==> src/rtl/speck_hash_padder.sv <==
// Byte-stream to 64-bit word formatter for the SPECK hash core.
// Appends 0x80, zero fill to a word boundary and a 64-bit big-endian bit-length word.
module speck_hash_padder (
    input  logic        clk,
    input  logic        reset_n,
    input  logic [7:0]  din,
    input  logic        din_valid,
    input  logic        din_last,
    output logic        din_ready,
    output logic [63:0] X,
    output logic        x_valid,
    input  logic        x_ready,
    output logic        x_last,
    output logic        msg_done
);

    typedef enum logic [1:0] {S_FILL, S_PAD, S_LEN, S_LAST} state_t;

    state_t      r_state, w_state_nx;
    logic [63:0] r_asm,   w_asm_nx;
    logic [3:0]  r_cnt,   w_cnt_nx;
    logic [63:0] r_len,   w_len_nx;
    logic [63:0] r_x,     w_x_nx;
    logic        r_xv,    w_xv_nx;
    logic        r_xl,    w_xl_nx;
    logic        r_done;

    logic        w_accept;
    logic        w_xfer;
    logic [5:0]  w_sh;
    logic [63:0] w_byte_sh;
    logic [63:0] w_pad_sh;
    logic [63:0] w_bits;

    assign din_ready = (r_state == S_FILL) && (r_cnt < 4'd8);
    assign w_accept  = din_valid && din_ready;
    assign w_xfer    = (r_cnt == 4'd8) && (!r_xv || x_ready);

    // Byte position cnt maps to bits [63-8*cnt -: 8]; lanes above cnt are already zero.
    assign w_sh      = {r_cnt[2:0], 3'b000};
    assign w_byte_sh = {din, 56'd0} >> w_sh;
    assign w_pad_sh  = {8'h80, 56'd0} >> w_sh;
    assign w_bits    = r_len << 3;

    always_comb begin
        w_state_nx = r_state;
        w_asm_nx   = r_asm;
        w_cnt_nx   = r_cnt;
        w_len_nx   = r_len;
        w_x_nx     = r_x;
        w_xv_nx    = r_xv;
        w_xl_nx    = r_xl;

        if (w_xfer) begin
            w_x_nx   = r_asm;
            w_xv_nx  = 1'b1;
            w_xl_nx  = (r_state == S_LAST);
            w_cnt_nx = '0;
            w_asm_nx = '0;
        end else if (r_xv && x_ready) begin
            w_xv_nx = 1'b0;
            w_xl_nx = 1'b0;
        end

        // Byte writes need cnt<8 and transfers need cnt==8, so the two never collide.
        case (r_state)
            S_FILL: begin
                if (w_accept) begin
                    w_asm_nx = r_asm | w_byte_sh;
                    w_cnt_nx = r_cnt + 4'd1;
                    w_len_nx = r_len + 64'd1;
                    if (din_last) w_state_nx = S_PAD;
                end
            end
            S_PAD: begin
                if (r_cnt != 4'd8) begin
                    w_asm_nx   = r_asm | w_pad_sh;
                    w_cnt_nx   = 4'd8;
                    w_state_nx = S_LEN;
                end
            end
            S_LEN: begin
                if (r_cnt == 4'd0) begin
                    w_asm_nx   = w_bits;
                    w_cnt_nx   = 4'd8;
                    w_state_nx = S_LAST;
                end
            end
            S_LAST: begin
                if (w_xfer) begin
                    w_len_nx   = '0;
                    w_state_nx = S_FILL;
                end
            end
            default: w_state_nx = S_FILL;
        endcase
    end

    always_ff @(posedge clk or negedge reset_n) begin
        if (!reset_n) r_state <= S_FILL;
        else          r_state <= w_state_nx;
    end

    always_ff @(posedge clk or negedge reset_n) begin
        if (!reset_n) begin
            r_asm  <= '0;
            r_cnt  <= '0;
            r_len  <= '0;
            r_x    <= '0;
            r_xv   <= 1'b0;
            r_xl   <= 1'b0;
            r_done <= 1'b0;
        end else begin
            r_asm  <= w_asm_nx;
            r_cnt  <= w_cnt_nx;
            r_len  <= w_len_nx;
            r_x    <= w_x_nx;
            r_xv   <= w_xv_nx;
            r_xl   <= w_xl_nx;
            r_done <= r_xv && r_xl && x_ready;
        end
    end

    assign X        = r_x;
    assign x_valid  = r_xv;
    assign x_last   = r_xl;
    assign msg_done = r_done;

endmodule
==> config.mk <==
export PLATFORM = sky130hd
export DESIGN_NAME = speck_hash_padder
export DESIGN_NICKNAME = d
export VERILOG_FILES = /design/src/rtl/speck_hash_padder.sv
export SDC_FILE = /design/constraint.sdc
export NUM_CORES = 1
export LEC_CHECK = 0
export BUFFER_PORTS_ARGS = -buffer_cell sky130_fd_sc_hd__buf_2
export CAP_MARGIN = 20
export CORE_ASPECT_RATIO = 1.75
export CORE_MARGIN = 2
export CORE_UTILIZATION = 50
export CTS_BUF_LIST = sky130_fd_sc_hd__clkbuf_2 sky130_fd_sc_hd__clkbuf_4 sky130_fd_sc_hd__clkbuf_8
export CTS_CLUSTER_SIZE = 14
export DETAILED_ROUTE_END_ITERATION = 12
export PLACE_DENSITY = 0.69
export SETUP_SLACK_MARGIN = 0.3
export SLEW_MARGIN = 30
export SYNTH_ARGS = -nofsm -noshare
export SYNTH_HDL_FRONTEND = slang
export SYNTH_SLANG_ARGS = --single-unit
==> constraint.sdc <==
create_clock -name clk -period 4.59 [get_ports clk]
set_clock_uncertainty 0.2 [all_clocks]
set_input_delay 0.918 -clock clk [delete_from_list [all_inputs] [get_ports clk]]
set_output_delay 0.918 -clock clk [all_outputs]
set_load 0.02 [all_outputs]
# --- Word level (Yosys, flattened, before mapping) ---
# Cells that the tools add are included.
classes:
  add_sub_neg: 2
  order_cmp: 1
  eq_ne: 10
  shift: 2
  n_mux: 22
  n_bitwise: 2
  n_reduce_logical: 14
op_table:
  columns: ["operator", "n"]
  rows:
  - ["$mux 64", 6]
  - ["$pmux 64 s3", 1]
  - ["$or 64x64->64", 2]
  - ["$pmux 64 s2", 1]
  - ["$add 64x1->64 const B", 1]
  - ["$shr 64x6->64", 1]
  - ["$shr 64x6->64 const A", 1]
  - ["$mux 4", 4]
  - ["$pmux 4 s3", 1]
  - ["$mux 2", 5]
  - ["$ne 2x2->1 const B", 5]
  - ["$pmux 2 s4", 1]
  - ["$logic_and 1x1->1", 6]
  - ["$reduce_and 5->1", 1]
  - ["$add 4x1->4 const B", 1]
  - ["$eq 2x2->1 const B", 2]
  - ["$eq 4x4->1 const B", 1]
  - ["$logic_not 4->1", 1]
  - ["$lt 4x4->1 const B", 1]
  - ["$ne 4x4->1 const B", 1]
  - ["$reduce_bool 2->1", 2]
  - ["$mux 1", 3]
  - ["$reduce_and 3->1", 1]
  - ["$eq 2x1->1 const B", 1]
  - ["3 further kinds", 3]
totals:
  register_bits: 201
  inputBits: 13
  output_inout_bits: 68

# --- Logic depth before layout (Yosys ltp) ---
# Gate-level depths: netlist of run 1.
logic_depth:
  ltp_word: 6
  ltp_mapped: 10
  mapped_depth_nobuf: 7

# --- Worst setup path after synthesis of run 1 ---
# No wires, ideal clock.
synth_path:
  path_kind: "flip-flop to flip-flop"
  start: "register r_cnt[0]"
  end: "register r_len[36]"
  arrival_ps: 2305
  setup_slack_ps: 2007
  path_stages_with_launch: 10
  path_buffers: 2
  period_less_slack_ps: 2583
  cell_sequence: "dfrtp_1 > clkbuf_1 > inv_1 > ha_1 > nand3b_2 > o31ai_4 > buf_4 > nand4_4 > or4_1 > a21oi_1"
synth_between:
  elab_chain_len: 5
  elab_cells_between_ends: 8
synth_rtl:
  columns: ["element", "line", "rtl"]
  rows:
  - ["start: declaration", "21", "logic [3:0] r_cnt, w_cnt_nx;"]
  - ["start signal: assignment", "115", "r_cnt <= w_cnt_nx;"]
  - ["$lt 4x4->1", "35", "assign din_ready = (r_state == S_FILL) && (r_cnt < 4'd8);"]
  - ["$logic_and 1x1->1", "35", null]
  - ["$logic_and 1x1->1", "36", "assign w_accept = din_valid && din_ready;"]
  - ["$ne 2x2->1 (no source line)", null, null]
  - ["$reduce_and 3->1 (no source line) *", null, null]
  - ["end signal: assignment", "116", "r_len <= w_len_nx;"]
  - ["end: declaration", "22", "logic [63:0] r_len, w_len_nx;"]
# Every way passes the cells marked *; elsewhere a longest branch is shown, timed or not.
# A chain may end at the register's enable or synchronous reset.

# --- Worst setup path after layout of run 1 ---
layout_path:
  start: "register r_cnt[0]"
  end: "register r_len[43]"
# Same word-level chain as after synthesis.

==> results_dict.tcl, run 1 <==
set metrics [dict create \
    result_of_the_run "completed" \
    seq_area_frac_synth_pct 53.5 \
    diodes 0 \
    numClockSinks 198 \
    initial_utilization_pct 51.1 \
    drt_first_iter_violations 770 \
    cts_tree "built" \
    synth_edf_count 0 \
    vdd_ir_drop_max_v 0.000352 \
    fin_setup_tns_ns 0 \
    met2_length_mm 11.0 \
    main_combinational_cell_family_by_area_after_synthesis "simple AND/OR/NAND/NOR gates" \
    worst_setup_path_start_kind "flip-flop" \
    netsw_mw 1.68 \
    post-dp-hpwl_mm 15.9 \
    netlist_top_cells_count "sky130_fd_sc_hd__nand2_1, sky130_fd_sc_hd__dfrtp_1, sky130_fd_sc_hd__a22oi_1" \
    capture_point_of_the_critical_path "r_len[43]$_DFFE_PN0P_" \
    synth_area_leader_cell "sky130_fd_sc_hd__dfrtp_1" \
    post_syn_area_per_cell_um2 9.13 \
    filler_cell_count 1700 \
    fin_crit_ns 3.07 \
    worstRegToRegCells 8 \
    adder_cell_share_of_the_synthesized_area_pct 1.62 \
    terminus_of_the_critical_flop_to_flop_path "r_len[43]$_DFFE_PN0P_" \
    power_leakage_nw 5.15 \
    worst_setup_path_end_kind "flip-flop" \
    die-height_um 184 \
    route.antenna.remaining_nets 0 \
    finalWeightedCongestion 0.914 \
    numPlacedInstances 1280 \
    finalPower_mw 4.29 \
    first_global_vias 7021 \
    nNetsFinal 1090 \
    timing.slew.headroom_pct 39.4 \
    fp.coreArea_mm2 0.0181 \
    power.share.sequential_pct 45.3 \
    cts-resized-gates 0 \
    worst_skew_pair.late_latency_ns 0.47 \
    yosys.cell_count.top_type "sky130_fd_sc_hd__nand2_1" \
    power-per-cell-area_mw_per_mm2 418 \
    cts-buffers-inserted 17 \
    layout_worst_path_cycle_share_pct 66.9 \
    synthDominantCellAreaShare_pct 53.5 \
    cp_max_fo 21 \
    worstHoldPathType "primary input to async pin" \
    cts-hold-fix-buffers 0 \
    finalHoldViolations 0 \
    final-max-slew-violation-count 0 \
    core.rowCount 65 \
    post-route-drc-count 0 \
    largest_cells_by_area_after_synthesis "sky130_fd_sc_hd__dfrtp_1, sky130_fd_sc_hd__nand2_1, sky130_fd_sc_hd__a22oi_1" \
    wl_mm 22.5 \
    yosys_warnings 0 \
    clkSlewWorstSetupHoldPaths_ns 0.11 \
    routed-via-count 7503 \
    post_drt_wl_per_cell_um 17.2 \
    clk_root_buffer_cell "sky130_fd_sc_hd__clkbuf_8" \
    synth.ff_latch_count 198 \
    synth_flop_cell "sky130_fd_sc_hd__dfrtp_1" \
    wl_met3_um 913 \
    setup_violations_final 0 \
    i_o_pin_count 81 \
    ctsLongestPathBuffers 2 \
    total_standard_cell_area_after_synthesis_mm2 0.00926 \
    reg2reg_setup_slack_ns 1.52 \
    max_cap_violations 0 \
    cts_setup_buffers 0 \
    critical_path_required_ns 4.79 \
    tightestPinTransition_ns 0.903 \
    synthSimpleGateAreaFrac_pct 27.5 \
    die_width_um 107 \
    p_comb_share_pct 28.1 \
    area_growth_syn_to_layout_pct 10.7 \
    crit_start "r_cnt[0]$_DFF_PN0_" \
    postSynthCellCount 1014 \
    reg2reg_from "r_cnt[0]$_DFF_PN0_" \
    h-tree-depth 4 \
    max_freq_ghz 0.325 \
    rsz0062_at_grt "false" \
    synth.area.mux_share_pct 0.338 \
    grt_antenna_before_repair 0 \
    sw_frac_of_total_pct 39.2 \
    async_flop_share_pct 100 \
    wirelength_met1_mm 10.2 \
    mappedNetlistNets 1039 \
    wire_length_of_the_first_global_routing_pass_mm 37.1 \
    die-area_mm2 0.0197 \
    critical_setup_path_class "flip-flop to flip-flop" \
    finalNonFillerCells 1312 \
    detail_route.first_pass.iterations 5 \
    place.port_buffers 80 \
    pwr-share-clk_pct 26.6 \
    synth-xor-area-share_pct 1.99 \
    drive_above_1_share_pct 13.5 \
    post_synth_num_cell_types 61 \
    intPower_mw 2.61 \
    dr.max_layer_used "met4" \
    synth_compound_area_share_pct 11.9 \
    grt_remaining_overflow 0 \
    crit_arrival_ns 3.27 \
    final_core_util_pct 56.5 \
    routed_via_density 5.72 \
    groute.usage.overall_pct 23.8 \
    grt_start_max_net_pins 92 \
]
## per-layer routing
metal / up-vias / GRT usage [%]
met5: - / 0
met4: 0 / 8.57
met3: 24 / 2.98
met2: 206 / 38.4
met1: 3655 / 33.2
li1: 3618 / -
## flip-flops by register name (all words and copies together), names as in the netlist
signal    count
r_state       2
r_cnt         4
x_valid       1
r_len        61
X            64
x_last        1
r_asm        64
msg_done      1
## per-stage QoR
stage,setup slack [ns],area [um^2],hold slack (ns)
after floorplan,2.01,9260,0.239
after CTS,1.55,10200,0.276
after detailed placement,1.58,9830,0.255
after global routing,1.29,10300,0.294
final,1.52,10300,0.278
after global placement,1.59,9830,0.249
## power groups by stage
stage          clock [mW]  sequential (mW)  combinational, mW
5_1_grt              1.24             1.96               1.31
4_1_cts              1.17             1.94               1.20
2_1_floorplan           0             2.00              0.817
3_3_place_gp            0             1.97               1.18
3_5_place_dp            0             1.98               1.19
6_report             1.14             1.94               1.21
## kinds of logic (layout without fill, tap and decap cells)
family,count (synthesis),in the layout
multiplexers,3,3
flip-flops,198,198
adder cells (fa/ha/maj),12,12
AO/OA/AOI/OAI,164,164
AND/OR/NAND/NOR,545,545
buffers and inverters,71,135
XOR/XNOR,21,21
## cells in the final DEF (no fill, tap or decap), types with 5 or more instances in the layout
master,n
sky130_fd_sc_hd__dfrtp_1,198
sky130_fd_sc_hd__buf_4,9
sky130_fd_sc_hd__nand4_1,23
sky130_fd_sc_hd__xnor2_1,9
sky130_fd_sc_hd__and3_1,9
sky130_fd_sc_hd__nor2b_1,5
sky130_fd_sc_hd__nand2b_1,5
sky130_fd_sc_hd__a221o_1,7
sky130_fd_sc_hd__xor2_1,12
sky130_fd_sc_hd__nand3_1,23
sky130_fd_sc_hd__buf_2,79
sky130_fd_sc_hd__nor2_1,44
sky130_fd_sc_hd__o21ai_1,10
sky130_fd_sc_hd__a21oi_1,38
sky130_fd_sc_hd__or3_1,25
sky130_fd_sc_hd__and2_1,5
sky130_fd_sc_hd__a22oi_1,49
sky130_fd_sc_hd__o31ai_1,11
sky130_fd_sc_hd__o21ai_0,23
sky130_fd_sc_hd__clkbuf_8,19
sky130_fd_sc_hd__inv_6,5
sky130_fd_sc_hd__nor3_1,16
sky130_fd_sc_hd__nand2_1,337
sky130_fd_sc_hd__ha_1,12
sky130_fd_sc_hd__or4_1,14
sky130_fd_sc_hd__nor4_1,9
sky130_fd_sc_hd__inv_1,12
## worst min-delay path by stage
stage | startpoint | to
floorplan | r_asm[15]$_DFF_PN0_ | X[15]$_DFFE_PN0P_
global placement | r_asm[12]$_DFF_PN0_ | X[12]$_DFFE_PN0P_
detailed placement | r_asm[56]$_DFF_PN0_ | X[56]$_DFFE_PN0P_
CTS | r_asm[56]$_DFF_PN0_ | X[56]$_DFFE_PN0P_
global route | X[40]$_DFFE_PN0P_ | X[40]$_DFFE_PN0P_
finish | reset_n | r_len[2]$_DFFE_PN0P_
## area by class of cell
| class | count | area, um^2 | area share [%] |
|---|---|---|---|
| Tap cell | 234 | 293 | 2.86 |
| Timing Repair Buffer | 90 | 497 | 4.84 |
| Clock inverter | 14 | 160 | 1.56 |
| Multi-Input combinational cell | 745 | 4050 | 39.5 |
| Sequential cell | 198 | 4950 | 48.3 |
| Clock buffer | 18 | 248 | 2.42 |
| Inverter | 13 | 48.8 | 0.476 |
## critical path, cell delays in order (launching register included)
cell                       delay, ns
sky130_fd_sc_hd__dfrtp_1        0.53
sky130_fd_sc_hd__inv_1          0.19
sky130_fd_sc_hd__ha_1           0.27
sky130_fd_sc_hd__nand3b_2       0.19
sky130_fd_sc_hd__o31ai_4        0.24
sky130_fd_sc_hd__buf_4          0.23
sky130_fd_sc_hd__nand4_2        0.37
sky130_fd_sc_hd__or4_1          0.62
sky130_fd_sc_hd__a21oi_1        0.14
Note: power is estimated with default switching activity, not from simulation.
==> run 2: changes to the inputs <==
ABC_AREA = 1   (was unset)
PLACE_DENSITY = 0.68   (was 0.69)
clock period = 3.2 ns   (was 4.59 ns; I/O delays follow)
==> results_dict.tcl, run 2 <==
set metrics [dict create \
    result_of_the_run "finished with violations" \
    violations "hold timing" \
    final_cell_mix "sky130_fd_sc_hd__nand2_1, sky130_fd_sc_hd__dfrtp_1, sky130_fd_sc_hd__nor2_1, sky130_fd_sc_hd__o21ai_0, sky130_fd_sc_hd__inv_1" \
    grt_antenna_before_repair 0 \
    finalWeightedCongestion 0.939 \
    critical-path-slowest-cell "sky130_fd_sc_hd__nor2_2" \
    routed_via_density 5.66 \
    vdd_ir_drop_max_v 0.000587 \
    numClockSinks 198 \
    finalHoldViolations 2 \
    diodes 0 \
    die_width_um 111 \
    clkSlewWorstSetupHoldPaths_ns 0.10 \
    route.antenna.remaining_nets 0 \
    post-dp-hpwl_mm 22.0 \
    fp.coreArea_mm2 0.0197 \
    regArea_mm2 0.00495 \
    layout_worst_path_cycle_share_pct 83.8 \
    final_core_util_pct 56.3 \
    yosys_warnings 0 \
    post_synth_num_cell_types 35 \
    synth_flop_cell "sky130_fd_sc_hd__dfrtp_1" \
    grt_start_max_net_pins 123 \
    reg2reg_from "r_state[0]$_DFFE_PN0P_" \
    postSynthCellCount 1280 \
    worst_skew_pair.late_latency_ns 0.47 \
    worst_setup_path_end_kind "flip-flop" \
    worst_setup_path_start_kind "flip-flop" \
    die-area_mm2 0.0213 \
    max_freq_ghz 0.373 \
    groute.usage.overall_pct 28.4 \
    area_growth_syn_to_layout_pct 10.5 \
    wl_mm 29.5 \
    wire_length_of_the_first_global_routing_pass_mm 47.0 \
    grt_remaining_overflow 0 \
    critical_path_required_ns 3.39 \
    clk_root_buffer_cell "sky130_fd_sc_hd__clkbuf_8" \
    rsz0062_at_grt "false" \
    die-height_um 192 \
    drt_first_iter_violations 772 \
    cp_max_fo 26 \
    filler_cell_count 1862 \
    worstRegToRegCells 8 \
    core.rowCount 68 \
    seq_area_frac_synth_pct 49.3 \
    netlist_top_cells_count "sky130_fd_sc_hd__nand2_1, sky130_fd_sc_hd__dfrtp_1, sky130_fd_sc_hd__nor2_1" \
    largest_cells_by_area_after_synthesis "sky130_fd_sc_hd__dfrtp_1, sky130_fd_sc_hd__nand2_1, sky130_fd_sc_hd__o21ai_0" \
    reg2reg_setup_slack_ns 0.52 \
    synthDominantCellAreaShare_pct 49.3 \
    routed-via-count 9067 \
    cts-resized-gates 0 \
    cts_setup_buffers 0 \
    first_global_vias 8827 \
    slowest_delay_ns 0.49 \
    mappedNetlistNets 1305 \
    tightestPinTransition_ns 0.687 \
    critical_setup_path_class "flip-flop to flip-flop" \
    place.port_buffers 80 \
    capture_point_of_the_critical_path "r_asm[44]$_DFF_PN0_" \
    total_standard_cell_area_after_synthesis_mm2 0.0101 \
    initial_utilization_pct 50.9 \
    i_o_pin_count 81 \
    detail_route.first_pass.iterations 7 \
    synth_area_leader_cell "sky130_fd_sc_hd__dfrtp_1" \
    max_cap_violations 0 \
    crit_arrival_ns 2.87 \
    path_cells "inv_1 -> ha_1 -> nand3_2 -> nor2_2 -> inv_2 -> nor3_1 -> a21oi_1 -> o21ai_0" \
    synth_edf_count 0 \
    fin_setup_tns_ns 0 \
    post-route-drc-count 0 \
    worstHoldPathType "primary input to async pin" \
    h-tree-depth 4 \
    final.hold.worst_slack_ns -0.0142 \
    timing.slew.headroom_pct 54.2 \
    ctsLongestPathBuffers 2 \
    drive_above_1_share_pct 12.4 \
    crit_start "r_state[0]$_DFFE_PN0P_" \
    async_flop_share_pct 100 \
    power_leakage_nw 5.10 \
    synth.ff_latch_count 198 \
    fin_crit_ns 2.68 \
    multi_input_comb_area_mm2 0.00438 \
    final-max-slew-violation-count 0 \
    cts_tree "built" \
    post_drt_wl_per_cell_um 18.4 \
    post_syn_area_per_cell_um2 7.85 \
    nNetsFinal 1368 \
    setup_violations_final 0 \
    most_common_library_cell_in_the_layout_ignoring_fill_and_taps "sky130_fd_sc_hd__nand2_1" \
    terminus_of_the_critical_flop_to_flop_path "r_asm[44]$_DFF_PN0_" \
    power-per-cell-area_mw_per_mm2 664 \
    yosys.cell_count.top_type "sky130_fd_sc_hd__nand2_1" \
    cts-buffers-inserted 17 \
    cts-hold-fix-buffers 0 \
]
-- run 2: cell types whose count changed after synthesis, sizes merged, moves of 14 or more --
cell / change
a22oi: -49
o21ai: +104
nand2: -49
or4: -14
or3: -25
inv: +116
nor3: +16
a21oi: +39
nand3: +46
nor2: +127
-- run 2: layout make-up --
cell class	instances	share of cell area (%)
flip-flops and latches	198	44.6
clock inverters	11	1.05
inverters	130	4.39
well taps	245	2.76
repair buffers	97	5.28
multi-input cells	899	39.4
clock buffers	21	2.49
-- run 2: power by group --
group	internal, mW	leakage (nW)	total (mW)	switching, mW
Clock	0.690	0.186	1.61	0.920
Sequential	2.81	2.74	3.05	0.246
Combinational	0.674	2.18	2.71	2.04
-- run 2: logic make-up (layout without fill, tap and decap cells) --
logic type | count (synthesis) | after routing | synth area share, %
AO/OA/AOI/OAI | 260 | 260 | 14.1
XOR/XNOR | 3 | 3 | 0.261
adder cells (fa/ha/maj) | 12 | 12 | 1.49
buffers and inverters | 183 | 259 | 7.31
flip-flops | 198 | 198 | 49.3
multiplexers | 12 | 12 | 1.34
AND/OR/NAND/NOR | 612 | 612 | 26.2
-- run 2: how the worst min path moves through the flow --
stage                            startpoint                end  slack [ns]
after floorplan                     reset_n   X[0]$_DFFE_PN0P_        0.14
after global placement     X[4]$_DFFE_PN0P_   X[4]$_DFFE_PN0P_        0.26
after detailed placement  X[12]$_DFFE_PN0P_  X[12]$_DFFE_PN0P_        0.27
after CTS                           reset_n  X[52]$_DFFE_PN0P_        0.01
after global routing                reset_n  X[52]$_DFFE_PN0P_        0.02
final                               reset_n  X[52]$_DFFE_PN0P_       -0.01
-- run 2: through the flow --
step                      instances  total power, mW  instance area (um^2)  worst slack, ns  hold slack (ns)
after floorplan                1280             4.95                 10100            0.740            0.144
after global placement         1569             5.74                 10700            0.622            0.262
after detailed placement       1569             5.78                 10700            0.547            0.268
after CTS                      1601             7.39                 11100            0.544           0.0137
after global routing           1601             7.82                 11100            0.323           0.0237
final                          1601             7.38                 11100            0.517          -0.0142
-- run 2: worst max-delay path, delay by kind of cell (launching register included) --
| family | cells | cell delay [ns] |
|---|---|---|
| AO/OA/AOI/OAI | 2 | 0.14 |
| AND/OR/NAND/NOR | 3 | 1.13 |
| buffers and inverters | 2 | 0.43 |
| flip-flops | 1 | 0.42 |
| adder cells (fa/ha/maj) | 1 | 0.28 |
-- run 2: routing by layer --
layer | global-route usage (%) | part of all wire (%) | vias up
li1 | - | - | 4347
met1 | 32.7 | 38 | 4282
met2 | 50.2 | 51 | 344
met3 | 4.17 | 5.3 | 94
met4 | 16.2 | 5.8 | 0
met5 | 0 | 0 | -
